--- src/rtl/dma_bus_controller.sv ---
// rtl/dma_bus_controller.sv - DMA engine moving a device buffer into memory over a BR/BG-shared bus
module dma_bus_controller #(
  parameter int WORD_SIZE   = 16,
  parameter int BLOCK_WORDS = 4,
  parameter int LEN_WIDTH   = 16
) (
  input  logic                 clk,
  input  logic                 reset,
  input  logic                 cmd_valid,
  input  logic [WORD_SIZE-1:0] cmd_addr,
  input  logic [LEN_WIDTH-1:0] cmd_length,
  output logic                 cmd_ready,
  output logic                 BR,
  input  logic                 BG,
  input  logic                 cpu_bus_want,
  output logic [LEN_WIDTH-1:0] dev_idx,
  input  logic [WORD_SIZE-1:0] dev_data,
  output logic                 mem_write,
  output logic [WORD_SIZE-1:0] mem_addr,
  output logic [WORD_SIZE-1:0] mem_data,
  input  logic                 mem_ready,
  output logic                 busy,
  output logic                 dma_end
);

  localparam int BURST_W = (BLOCK_WORDS > 1) ? $clog2(BLOCK_WORDS) : 1;
  localparam logic [BURST_W-1:0] BURST_LAST = BURST_W'(BLOCK_WORDS - 1);

  typedef enum logic [2:0] {
    S_IDLE,
    S_REQ,
    S_XFER,
    S_RELEASE,
    S_DONE
  } state_t;

  state_t               state_q;
  logic [WORD_SIZE-1:0] base_q;
  logic [LEN_WIDTH-1:0] remain_q;
  logic [LEN_WIDTH-1:0] idx_q;
  logic [BURST_W-1:0]   burst_q;

  // Losing the grant mid-word must drop the write in that same cycle, hence BG in the decode.
  assign cmd_ready = (state_q == S_IDLE);
  assign busy      = (state_q != S_IDLE);
  assign BR        = (state_q == S_REQ) || (state_q == S_XFER);
  assign mem_write = (state_q == S_XFER) && BG;
  assign dma_end   = (state_q == S_DONE);
  assign dev_idx   = idx_q;
  assign mem_addr  = base_q + WORD_SIZE'(idx_q);
  assign mem_data  = dev_data;

  always_ff @(posedge clk) begin
    if (reset) begin
      state_q  <= S_IDLE;
      base_q   <= '0;
      remain_q <= '0;
      idx_q    <= '0;
      burst_q  <= '0;
    end else begin
      case (state_q)
        S_IDLE: begin
          if (cmd_valid) begin
            if (cmd_length == '0) begin
              state_q <= S_DONE;
            end else begin
              base_q   <= cmd_addr;
              remain_q <= cmd_length;
              idx_q    <= '0;
              burst_q  <= '0;
              state_q  <= S_REQ;
            end
          end
        end
        S_REQ: begin
          if (BG) state_q <= S_XFER;
        end
        S_XFER: begin
          // Without the grant the pending word is not counted and is retried after re-grant.
          if (!BG) begin
            state_q <= S_REQ;
          end else if (mem_ready) begin
            idx_q    <= idx_q + LEN_WIDTH'(1);
            remain_q <= remain_q - LEN_WIDTH'(1);
            if (remain_q == LEN_WIDTH'(1)) begin
              burst_q <= '0;
              state_q <= S_DONE;
            end else if (burst_q == BURST_LAST) begin
              burst_q <= '0;
              if (cpu_bus_want) state_q <= S_RELEASE;
            end else begin
              burst_q <= burst_q + BURST_W'(1);
            end
          end
        end
        S_RELEASE: begin
          if (!BG && !cpu_bus_want) state_q <= S_REQ;
        end
        S_DONE: begin
          state_q <= S_IDLE;
        end
        default: begin
          state_q <= S_IDLE;
        end
      endcase
    end
  end

endmodule

--- config.mk ---
export PLATFORM = sky130hd
export DESIGN_NAME = dma_bus_controller
export DESIGN_NICKNAME = d
export VERILOG_FILES = /design/src/rtl/dma_bus_controller.sv
export SDC_FILE = /design/constraint.sdc
export NUM_CORES = 1
export LEC_CHECK = 0
export BUFFER_PORTS_ARGS = -buffer_cell sky130_fd_sc_hd__buf_2
export CORE_MARGIN = 2
export CORE_UTILIZATION = 53
export DETAILED_ROUTE_END_ITERATION = 12
export PLACE_DENSITY_LB_ADDON = 0.1
export REMOVE_ABC_BUFFERS = 1
export SLEW_MARGIN = 20
export SYNTH_ARGS = -nofsm -noshare
export SYNTH_HDL_FRONTEND = slang
export SYNTH_SLANG_ARGS = --single-unit
--- constraint.sdc ---
create_clock -name clk -period 3.1 [get_ports clk]
set_clock_uncertainty 0.15 [all_clocks]
set_input_delay 0.62 -clock clk [delete_from_list [all_inputs] [get_ports clk]]
set_output_delay 0.62 -clock clk [all_outputs]
set_load 0.005 [all_outputs]
==> results.json <==
{
  "numClockSinks": 53,
  "synth_cells": 462,
  "dp.cells": 599,
  "path_delay_family": "compound AO/OA/AOI/OAI gates",
  "synth_edf_count": 0,
  "io_buffers": 74,
  "hp-class": "register to register",
  "syn_area_um2": 3650,
  "drv_cap": 0,
  "vias": 3580,
  "whs_ns": 0.321,
  "crit_buf_inv": 1,
  "root_buffer": "clkbuf_8",
  "power_mw": 2.50,
  "status": "finished clean",
  "hold_viol": 0,
  "ys.flop_type": "dfxtp_1",
  "path_cells": "ha_4 -> fa_2 -> a211oi_4 -> o21ai_2 -> a21o_1 -> a21oi_2 -> xnor2_1 -> buf_2",
  "cp.arrival_ns": 2.25,
  "post-route-util": 0.632,
  "drtAntennaViolNets": 0,
  "clk_latency_ns": 0.30,
  "comb_power_share": 0.471,
  "yosys.cell_types.count": 61,
  "core_um2": 6720,
  "critPathKind": "register to output port",
  "timing_worst_slew_pin_value_ns": 0.982,
  "swShare": 0.418,
  "cts_buffer_depth": 2,
  "tns_ns": 0,
  "synth.top_cell.area_share": 0.290,
  "clkPwrFrac": 0.169,
  "p_sw_mw": 1.05,
  "crit_slowest_cell": "fa_2",
  "power_frac_seq": 0.360,
  "path_max_fanout": 3,
  "grt_max_degree": 39,
  "n_antenna_cell": 0,
  "viasPerCell": 5.88,
  "crit_path_end_kind": "output port",
  "n_fill_cell": 618,
  "fin_nets": 602,
  "place_hpwl_um": 6810,
  "synthTopCellsByArea": "dfxtp_1 (29%), ha_1 (6.5%), a21oi_1 (6.3%), mux2i_1 (4.9%), nand2_1 (4.9%)",
  "syn2layout_area_growth_pct": 16.3,
  "fin_crit_sh": 0.975,
  "die_area_um2": 7580,
  "routedWlPerCell_um": 15.2,
  "firstDrtPassIters": 4,
  "initial_core_util": 0.544,
  "antenna_found_initial": 0,
  "fin_crit_ns": 3.02,
  "p_per_area_nw_per_um2": 589,
  "p_leak_nw": 1.91,
  "postCtsHoldBufs": 0,
  "avgSynthCellArea_um2": 7.91,
  "first_iter_violations": 123,
  "relSlewSlack": 0.341,
  "grt_pass1_vias": 3240,
  "die_h_um": 87.0,
  "ys_seq_area_frac": 0.290,
  "grt_pass1_wl_um": 15100,
  "finalWirelength_um": 9270,
  "critPathMaxStageDelay_ns": 0.44,
  "drc_errors": 0,
  "synth_top_area_cell": "dfxtp_1",
  "crit_required_ns": 2.33,
  "grt_overflow": 0,
  "cts_inserted_buffers": 5,
  "vdd_drop_max_mv": 0.266,
  "fmax_mhz": 331,
  "cts_tree": "done",
  "final_max_slew_viol_count": 0,
  "path_clk_slew_ns": 0.10,
  "async_flop_share": 0,
  "boundaryPins": 107,
  "synth_seq_cells": 53,
  "worstSetupStartpointType": "register",
  "row_count": 30,
  "final_cells": 609,
  "gp_congestion": 0.878,
  "htreeDepth": 2,
  "finalSetupViolCount": 0,
  "die_x_um": 87.0,
  "ys_warn_count": 0,
  "p_int_mw": 1.46,
  "grt_usage": 0.246,
  "drive_above_1_share": 0.242
}
==> final timing paths <==
path               from          end  slack [ns]  depth (start not counted)
max           base_q[0]  mem_addr[8]        0.08                          8
min          burst_q[1]   burst_q[1]        0.32                          2
max reg2reg  state_q[0]   dev_idx[2]        0.57                          5
min reg2reg  burst_q[1]   burst_q[1]        0.32                          2
==> worst register-to-register path, cell delays in order, from the launching register on <==
cell and delay, ns:
dfxtp_1 0.44, or3_1 0.58, inv_2 0.20, nand2_1 0.12, o21ai_1 0.78, nor2_1 0.13
==> power by group through the flow <==
stage | clock, mW | combinational, mW | sequential, mW
global placement | 0 | 1.15 | 0.908
detailed placement | 0 | 1.16 | 0.911
global route | 0.458 | 1.33 | 0.920
floorplan | 0 | 0.804 | 0.883
CTS | 0.430 | 1.17 | 0.896
finish | 0.423 | 1.18 | 0.901
==> sequential cells by signal, indices dropped and copies added, names as in the netlist <==
signal,flops
state_q,3
remain_q,16
dev_idx,16
base_q,16
burst_q,2
==> per-stage QoR <==
stage	area, um^2	worst slack (ns)
3_5_place_dp	4060	0.193
3_3_place_gp	4060	0.222
6_report	4250	0.0785
4_1_cts	4170	0.0106
5_1_grt	4250	-0.0307
2_1_floorplan	3440	0.422
==> cell usage in the layout (no fill, tap or decap), types with 3 or more instances in the layout <==
master	instances
ha_4	3
and4_1	4
mux2i_1	18
ha_1	16
o21ai_1	3
xnor2_1	12
o211ai_1	6
dfxtp_1	52
o41ai_1	3
a31oi_1	4
and3_1	7
nand3_1	6
or3_1	8
inv_1	8
clkbuf_8	6
nor2b_1	5
xor2_1	9
buf_2	74
o2111ai_1	4
and2_1	5
nor4_1	7
o21a_1	4
nor3b_1	4
a211oi_1	3
a21oi_1	44
o31ai_1	5
nor2_1	48
nand2_1	48
a21o_1	9
nand4_1	8
buf_4	20
nor3_1	6
o21ai_0	27
==> synth_stat cells (all sizes together), types with 12 or more instances <==
master and count:
xnor2 12, mux2i 18, nor2 50, ha 19, dfxtp 53, buf 28
o21ai 32, a21oi 46, nand2 48
==> cells by family (layout without fill, tap and decap cells) <==
family / Yosys count / count (layout) / share of synthesized area
buffers and inverters: 45 / 112 / 0.0688
AND/OR/NAND/NOR: 170 / 170 / 0.237
AO/OA/AOI/OAI: 135 / 135 / 0.234
XOR/XNOR: 21 / 21 / 0.0503
flip-flops: 53 / 53 / 0.290
adder cells (fa/ha/maj): 20 / 20 / 0.0705
multiplexers: 18 / 18 / 0.0493
==> area by class of cell <==
type                            instances  area [um^2]  area share
Sequential cell                        53         1060       0.250
Timing Repair Buffer                   95          541       0.127
Clock inverter                          2         13.8     0.00324
Multi-Input combinational cell        364         2420       0.569
Inverter                                9         33.8     0.00795
Clock buffer                            6         82.6      0.0194
Tap cell                               80          100      0.0236
==> repair_timing <==
item / 4_1_cts / 5_1_grt
endpoints found under the setup margin: 5 / 7
setup buffers: 0 / 2
pin swaps: 0 / 5
gates cloned: 0 / 0
gates resized for setup: 5 / 13
==> metal layers <==
metal	part of all wire	up-vias	wire length (um)	global-route usage
li1	-	1810	-	-
met1	0.49	1648	4580	0.358
met2	0.44	113	4070	0.371
met3	0.056	9	516	0.0540
met4	0.011	0	99	0.0497
met5	0	-	0	0.0210
No activity file was read; power rests on OpenSTA's default activity.
